`config.mk`:
```
export PLATFORM = sky130hd
export DESIGN_NAME = serial_add_sequencer
export DESIGN_NICKNAME = d
export VERILOG_FILES = /design/src/rtl/serial_add_sequencer.sv
export SDC_FILE = /design/constraint.sdc
export NUM_CORES = 1
export LEC_CHECK = 0
export CAP_MARGIN = 10
export CORE_MARGIN = 2
export CORE_UTILIZATION = 54
export CTS_CLUSTER_SIZE = 40
export DETAILED_ROUTE_END_ITERATION = 6
export GPL_TIMING_DRIVEN = 1
export PLACE_DENSITY = 0.89
export SETUP_SLACK_MARGIN = 0.2
export SLEW_MARGIN = 20
export SYNTH_ARGS = -nofsm -noshare
export SYNTH_HDL_FRONTEND = slang
export SYNTH_SLANG_ARGS = --single-unit
```
`constraint.sdc`:
```
create_clock -name clk -period 2.96 [get_ports clk]
set_input_delay 0.444 -clock clk [delete_from_list [all_inputs] [get_ports clk]]
set_output_delay 0.444 -clock clk [all_outputs]
set_load 0.02 [all_outputs]
```
`src/rtl/serial_add_sequencer.sv`:
```
// Bit-serial N-bit adder controller. One full-adder slice, built from two half adders,
// is reused LSB first, one bit per clock.

module half_adder (
    input  logic x,
    input  logic y,
    output logic s,
    output logic c
);
    assign s = x ^ y;
    assign c = x & y;
endmodule

module serial_add_sequencer #(
    parameter int WIDTH = 8
) (
    input  logic             clk,
    input  logic             rst,
    input  logic             start,
    input  logic [WIDTH-1:0] a,
    input  logic [WIDTH-1:0] b,
    output logic             busy,
    output logic             done,
    output logic [WIDTH-1:0] sum,
    output logic             carry
);
    localparam int IDX_W = (WIDTH > 1) ? $clog2(WIDTH) : 1;
    localparam logic [IDX_W-1:0] LAST_IDX = IDX_W'(WIDTH - 1);

    typedef enum logic [1:0] {
        IDLE,
        RUN,
        DONE
    } state_t;

    state_t           state_reg;
    logic [WIDTH-1:0] a_sh_reg;
    logic [WIDTH-1:0] b_sh_reg;
    logic [WIDTH-1:0] res_reg;
    logic [WIDTH-1:0] sum_reg;
    logic [IDX_W-1:0] idx_reg;
    logic             c_reg;
    logic             carry_reg;
    logic             busy_reg;
    logic             done_reg;

    logic             p_bit;
    logic             g0_bit;
    logic             g1_bit;
    logic             s_bit;
    logic             c_next;
    logic [WIDTH-1:0] res_next;

    // Shared slice: first half adder forms propagate/generate, second adds the carry.
    half_adder u_ha0 (
        .x(a_sh_reg[0]),
        .y(b_sh_reg[0]),
        .s(p_bit),
        .c(g0_bit)
    );

    half_adder u_ha1 (
        .x(p_bit),
        .y(c_reg),
        .s(s_bit),
        .c(g1_bit)
    );

    assign c_next   = g0_bit | g1_bit;
    // Sum bits enter at the MSB so that after WIDTH shifts bit 0 lands at the LSB.
    assign res_next = {s_bit, res_reg[WIDTH-1:1]};

    always_ff @(posedge clk) begin
        if (rst) begin
            state_reg <= IDLE;
            a_sh_reg  <= '0;
            b_sh_reg  <= '0;
            res_reg   <= '0;
            sum_reg   <= '0;
            idx_reg   <= '0;
            c_reg     <= 1'b0;
            carry_reg <= 1'b0;
            busy_reg  <= 1'b0;
            done_reg  <= 1'b0;
        end else begin
            case (state_reg)
                IDLE: begin
                    done_reg <= 1'b0;
                    if (start) begin
                        a_sh_reg  <= a;
                        b_sh_reg  <= b;
                        res_reg   <= '0;
                        c_reg     <= 1'b0;
                        idx_reg   <= '0;
                        busy_reg  <= 1'b1;
                        state_reg <= RUN;
                    end
                end
                RUN: begin
                    a_sh_reg <= a_sh_reg >> 1;
                    b_sh_reg <= b_sh_reg >> 1;
                    res_reg  <= res_next;
                    c_reg    <= c_next;
                    idx_reg  <= idx_reg + IDX_W'(1);
                    if (idx_reg == LAST_IDX) begin
                        sum_reg   <= res_next;
                        carry_reg <= c_next;
                        done_reg  <= 1'b1;
                        state_reg <= DONE;
                    end
                end
                DONE: begin
                    // Start is deliberately ignored here; it is re-sampled in IDLE.
                    done_reg  <= 1'b0;
                    busy_reg  <= 1'b0;
                    state_reg <= IDLE;
                end
                default: begin
                    done_reg  <= 1'b0;
                    busy_reg  <= 1'b0;
                    state_reg <= IDLE;
                end
            endcase
        end
    end

    assign busy  = busy_reg;
    assign done  = done_reg;
    assign sum   = sum_reg;
    assign carry = carry_reg;
endmodule

```
==> results of run 1 <==
per-stage QoR:
step           setup WS [ns]  power, uW
6_report               1.170       1206
5_1_grt                1.057       1251
4_1_cts                1.160       1212
3_5_place_dp          0.7935      688.0
3_3_place_gp          0.8851      681.9
2_1_floorplan          1.668      652.4
logic make-up after synthesis:
logic type,share of synthesized area
AO/OA/AOI/OAI,0.2060
buffers and inverters,0.06095
multiplexers,0.05556
AND/OR/NAND/NOR,0.1559
flip-flops,0.4938
adder cells (fa/ha/maj),0.02778
cell type report:
type / instances / area (um2)
fillers: 222 / 807.0
flip-flops and latches: 40 / 800.8
clock inverters: 3 / 90.09
clock buffers: 5 / 37.54
inverters: 1 / 3.754
repair buffers: 31 / 305.3
multi-input cells: 105 / 721.9
well taps: 31 / 38.79
critical path, cell delays in order:
cell,delay (ns)
sky130_fd_sc_hd__clkdlybuf4s50_1,0.61
sky130_fd_sc_hd__nor2_1,0.76
sky130_fd_sc_hd__a22o_1,0.27
path summary, 6_finish.rpt:
kind                 from           to  cells after the start
max                   rst  a_sh_reg[4]                      3
min                  done         done                      1
max reg2reg  state_reg[0]   idx_reg[1]                      4
min reg2reg          done         done                      1
synthesized netlist by cell type, drive strengths merged:
cell type / count
a22o: 24
o21ba: 1
or3b: 2
a21o: 1
inv: 1
nand2b: 2
a22oi: 2
nand2: 20
fa: 1
o21ai: 10
nor3b: 3
ha: 2
buf: 10
mux2i: 9
nor2b: 1
nor2: 17
nand3b: 1
clkbuf: 2
o21a: 1
dfxtp: 40
o21bai: 1
nor3: 3
a21oi: 4
where the power goes:
part	switching (uW)	internal (uW)	total, uW	leakage (uW)
logic	47.8	54.1	102	0.000492
registers	16.0	558	574	0.000326
clock network	182	348	530	0.0000654
total	246	960	1210	0.000883
metal layers:
layer	routed length, um	vias to the layer above	track usage
met5	0	-	0
met4	67	0	0.06818
met3	181	8	0.06593
met2	1512	40	0.3381
met1	1248	561	0.2292
li1	-	614	-
==> summary.txt, run 1 <==
STA
  • Part of the cycle the worst path needs: 0.6046
  • Normalized max-slew margin: 0.4128
  • Max-slew violation total from the final report: 0
  • Final worst hold slack: about 0.47 ns
  • Setup TNS Final: 0 ns
  • Actual slew at the worst max-slew pin: just under 0.9 ns
  • Number of endpoints with negative hold slack in the final report: 0
  • Max Fclk: 558.8 MHz
  • Worst clock skew: 0.005223 ns
  • Setup violators final: 0
  • Setup repair after global routing missed its margin: no
  • Final min period: 1.790 ns

Synthesis
  • Library cell with the largest summed area after synthesis: sky130_fd_sc_hd__dfxtp_1
  • Synth Warn #: 0
  • Unique masters post-synth: 27
  • Seq cells post-synth: 40
  • Mean area per synthesized cell: 10.26 um2
  • Instance count of the mapped netlist: roughly 160
  • Net count of the mapped netlist: 180
  • Cells taking the most area after synthesis: sky130_fd_sc_hd__dfxtp_1 49%, sky130_fd_sc_hd__a22o_1 13%, sky130_fd_sc_hd__mux2i_1 5.6%
  • Proportion of synthesized chip area in sequential cells: 0.4938
  • Post-synthesis cell area: 1622 um2
  • Area share of the leading cell type in the synthesized netlist: 0.4938

Final layout
  • Proportion of layout cells with a drive suffix above 1: 0.08649
  • Fin nets: approximately 200
  • Summed area of non-filler cells in the final layout: ~2000 um2
  • Final std cells w/o fill: between 200 and 250
  • Leading cell type in the layout, fill and taps excluded: sky130_fd_sc_hd__dfxtp_1
  • Commonest non-fill, non-tap cells in the layout: 40 x sky130_fd_sc_hd__dfxtp_1, 29 x sky130_fd_sc_hd__clkdlybuf4s50_1, 24 x sky130_fd_sc_hd__a22o_1
  • Final Util: 0.7123
  • Post-synthesis to final-layout area growth: 23.23%
  • Ant diodes: 0

Drt
  • DRT Wirelength: around 3000 um
  • Vias post-DR: 1223
  • Violation count after the first detailed-routing iteration: 34
  • DRC: 0
  • Antenna Violating Nets Remaining: 0
  • First-pass iteration count of the detailed router: 4
  • Routed length per placed instance: roughly 14 um
  • Via density: roughly 5.7

Critical path
  • Slack of the worst reg-to-reg path: about 1.3 ns
  • Critical path class: primary input to flip-flop
  • Critical-path maximum fanout: 13
  • Required time at the endpoint of the critical path: about 3.3 ns
  • Crit path capture type: flip-flop
  • Worst setup SP type: primary input
  • Worst EP arrival: about 2.1 ns

Floorplanning
  • Height of the die: approximately 59 um
  • Die span in x: a little under 60 um
  • Die Area: between 3000 and 4000 um2
  • Area of the core: 2805 um2
  • Standard-cell row count: 19
  • Initial standard-cell utilization of the core: 0.5781
  • I/O Pins: 30

Clock network
  • CTS Hold Bufs: 0
  • Number of gates given a new drive strength after cts: 0
  • Sinks on the clock net: 40
  • Total CTS buffers: 5
  • Latest clock arrival within the worst-skew pair: 0.36 ns
  • Clock tree from TritonCTS: yes
  • H-tree levels: 2
  • Clock transition at the register clock pins on the worst setup and hold paths after CTS: about 0.11 ns
  • Buffer count from post-CTS setup fixing: 0
  • Maximum count of clock buffers along a single path: 2
  • Buffer cell driving the clock tree root: sky130_fd_sc_hd__clkbuf_4

Placement
  • HPWL Detailed: between 2000 and 2500 um
  • Count of placed standard cells including taps: 208
  • Routability congestion estimate from global placement: 0.7382
  • Area after detailed placement: 1871 um2
  • Port Buffers: 29

Global route
  • Initial antenna violation count: 0
  • GRT Total Usage: 0.1972
  • Maximum number of pins on one net before global-route repair: 23
  • GRT Residual Overflow: 0
  • Vias in the first global route: 1165
  • Global-route wire length before repair: 5119 um

Power
  • Power density over the cells: 603.4 nW/um2
  • Peak VDD IR: between 0.4 and 0.5 mV
  • Static leakage power: 0.0008826 uW

Flow run
  • Max-cap check violation count: 0

Worst hold path
  • Class of the tightest hold or removal check: flip-flop to flip-flop

Run status
  • Result of the run: finished clean
No activity file was read; power rests on OpenSTA's default activity.
==> inputs of run 2 (changes only) <==
Settings changed: CORE_UTILIZATION 54 to 51, PLACE_DENSITY 0.89 to 0.85.
Clock period 2.96 ns to 1.8 ns, I/O delays scaled along.
==> run 2 against run 1 <==
Effect of this change: combinational power is 74% higher; clock skew hardly changed; register-to-register slack worse by 0.91 ns; non-clock buffer count is 3 higher; sequential share of layout area is 0.59 points lower; core utilization is 4.2 points lower; sequential power is 64% higher; clock power is 23% higher; power is 47% higher.
==> summary.txt, run 2 (synthesis results as in run 1) <==
Critical path
  • Bufs and invs on worst path: 0 (was 1)
  • Worst EP arrival: 1.75 ns (was 2.09 ns)
  • Worst setup SP type: flip-flop (was primary input)
  • Critical-path maximum fanout: 22 (was 13)
  • FF-to-FF Start: state_reg[1] (was state_reg[0])
  • Required time at the endpoint of the critical path: 2.10 ns (was 3.26 ns)
  • Worst path max stage delay: 0.54 ns (was 0.76 ns)
  • Cells along the critical path: o21ba_4, nor2_4, a22o_1 (was clkdlybuf4s50_1, nor2_1, a22o_1)
  • Cell at the slowest stage of the critical path: sky130_fd_sc_hd__dfxtp_1 (was sky130_fd_sc_hd__nor2_1)
  • Cell type group with the largest total delay on the critical path: flip-flops (was simple AND/OR/NAND/NOR gates)
  • Crit path capture type: flip-flop (unchanged)
  • Worst setup startpoint: state_reg[1] (was rst)
  • Critical path class: flip-flop to flip-flop (was primary input to flip-flop)

STA
  • Final min period: between 1 and 1.5 ns
  • Setup repair after global routing missed its margin: no (unchanged)
  • Normalized max-slew margin: 0.4916 (was 0.4128)
  • Minimum setup slack in the final design: 0.3479 ns (was 1.170 ns)
  • Actual slew at the worst max-slew pin: 0.7598 ns (was 0.8775 ns)
  • Worst clock skew: 0.005664 ns (was 0.005223 ns)
  • Max Fclk: between 600 and 700 MHz
  • Number of endpoints with negative hold slack in the final report: 0 (unchanged)
  • Part of the cycle the worst path needs: 0.8067
  • Setup TNS Final: 0 ns (unchanged)
  • Max-slew violation total from the final report: 0 (unchanged)
  • Setup violators final: 0 (unchanged)

Worst hold path
  • Class of the tightest hold or removal check: flip-flop to flip-flop (unchanged)
  • Start point of the worst hold path: done (unchanged)

Final layout
  • Proportion of layout cells with a drive suffix above 1: 0.1011 (was 0.08649)
  • Leading cell type in the layout, fill and taps excluded: sky130_fd_sc_hd__dfxtp_1 (unchanged)
  • Post-synthesis to final-layout area growth: 25.08% (was 23.23%)
  • Commonest non-fill, non-tap cells in the layout: 40 x sky130_fd_sc_hd__dfxtp_1, 24 x sky130_fd_sc_hd__a22o_1, 20 x sky130_fd_sc_hd__nand2_1 (was 40 x sky130_fd_sc_hd__dfxtp_1, 29 x sky130_fd_sc_hd__clkdlybuf4s50_1, 24 x sky130_fd_sc_hd__a22o_1)
  • Ant diodes: 0 (unchanged)
  • Fin nets: 209 (was 206)

Drt
  • Routed length per placed instance: 13.35 um (was 13.93 um)
  • Vias post-DR: 1234 (was 1223)
  • Antenna Violating Nets Remaining: 0 (unchanged)
  • DRC: 0 (unchanged)
  • Violation count after the first detailed-routing iteration: 37 (was 34)
  • First-pass iteration count of the detailed router: 6 (was 4)
  • DRT Wirelength: 3097 um (was 3009 um)
  • Via density: 5.319 (was 5.662)

Clock network
  • Clock transition at the register clock pins on the worst setup and hold paths after CTS: 0.11 ns (about the same)
  • Latest clock arrival within the worst-skew pair: 0.35 ns (was 0.36 ns)
  • Maximum count of clock buffers along a single path: 2 (unchanged)
  • Total CTS buffers: 5 (unchanged)
  • Sinks on the clock net: 40 (unchanged)
  • Clock tree from TritonCTS: yes (unchanged)
  • CTS Hold Bufs: 0 (unchanged)
  • Buffer cell driving the clock tree root: sky130_fd_sc_hd__clkbuf_4 (unchanged)
  • H-tree levels: 2 (unchanged)

Placement
  • HPWL Detailed: 2123 um (was 2135 um)
  • Routability congestion estimate from global placement: 0.7472 (was 0.7382)
  • Pre-CTS WS: 0.09799 ns (was 0.7935 ns)
  • Port Buffers: 29 (unchanged)

Global route
  • Vias in the first global route: 1132 (was 1165)
  • GRT Residual Overflow: 0 (unchanged)
  • Global-route wire length before repair: 5147 um (was 5119 um)
  • GRT Total Usage: 0.1932 (was 0.1972)
  • Maximum number of pins on one net before global-route repair: 23 (unchanged)
  • Initial antenna violation count: 0 (unchanged)

Floorplanning
  • Height of the die: 60.39 um (was 58.80 um)
  • Die span in x: 60.39 um (was 58.80 um)
  • Area of the core: 3028 um2 (was 2805 um2)
  • Die Area: 3646 um2 (was 3457 um2)
  • Standard-cell row count: 20 (was 19)
  • I/O Pins: 30 (unchanged)
  • Initial standard-cell utilization of the core: 0.5355 (was 0.5781)

Power
  • Power density over the cells: 873.0 nW/um2 (was 603.4 nW/um2)
  • Peak VDD IR: 0.6223 mV (was 0.4066 mV)
  • Static leakage power: 0.001071 uW (was 0.0008826 uW)

Run status
  • Result of the run: finished clean (unchanged)

Flow run
  • Max-cap check violation count: 0 (unchanged)
==> run 2: cell count changes in the layout (fill, tap and decap cells not counted), sizes merged <==
cell / before / now
clkdlybuf4s50: 29 / 18
clkbuf: 5 / 7
dlymetal6s2s: 0 / 10
buf: 2 / 5
bufinv: 3 / 1
dlygate4sd2: 0 / 1
==> run 2: repair_timing <==
item	in CTS	in global routing
pin swaps	0	0
setup buffers	0	0
setup endpoints to repair	1	10
resized for setup	1	10
==> run 2: routing by layer <==
| metal | global-route usage | share of wire | up-vias |
|---|---|---|---|
| li1 | - | - | 619 |
| met1 | 0.2328 | 0.45 | 587 |
| met2 | 0.3245 | 0.49 | 20 |
| met3 | 0.05757 | 0.036 | 8 |
| met4 | 0.07619 | 0.023 | 0 |
| met5 | 0 | 0 | - |
==> run 2: layout make-up <==
class,instances,area [um2]
fillers,243,999.7
flip-flops and latches,40,800.8
multi-input cells,105,721.9
repair buffers,34,351.6
clock buffers,7,65.06
well taps,44,55.05
clock inverters,1,30.03
inverters,1,3.754
==> run 2: metrics by stage <==
stage	utilization	hold slack (ns)	area [um2]	std cells	power [uW]
6_report	0.6698	0.4700	2028	232	1771
5_1_grt	0.6698	0.5118	2028	232	1849
4_1_cts	0.6616	0.4733	2003	232	1780
3_5_place_dp	0.6306	0.4415	1909	224	1136
3_3_place_gp	0.6306	0.4423	1909	224	1129
2_1_floorplan	-	0.4183	1622	158	1073
==> run 2: final timing paths <==
check	end	slack (ns)	depth (start not counted)
setup / recovery	res_reg[5]	0.35	3
hold / removal	done	0.47	1
setup reg to reg	res_reg[5]	0.35	3
hold reg to reg	done	0.47	1
==> run 2: power by group <==
group	leakage, uW	switching [uW]	internal [uW]
clock network	0.0000515	285	369
registers	0.000326	21.9	918
logic	0.000694	83.7	93.7
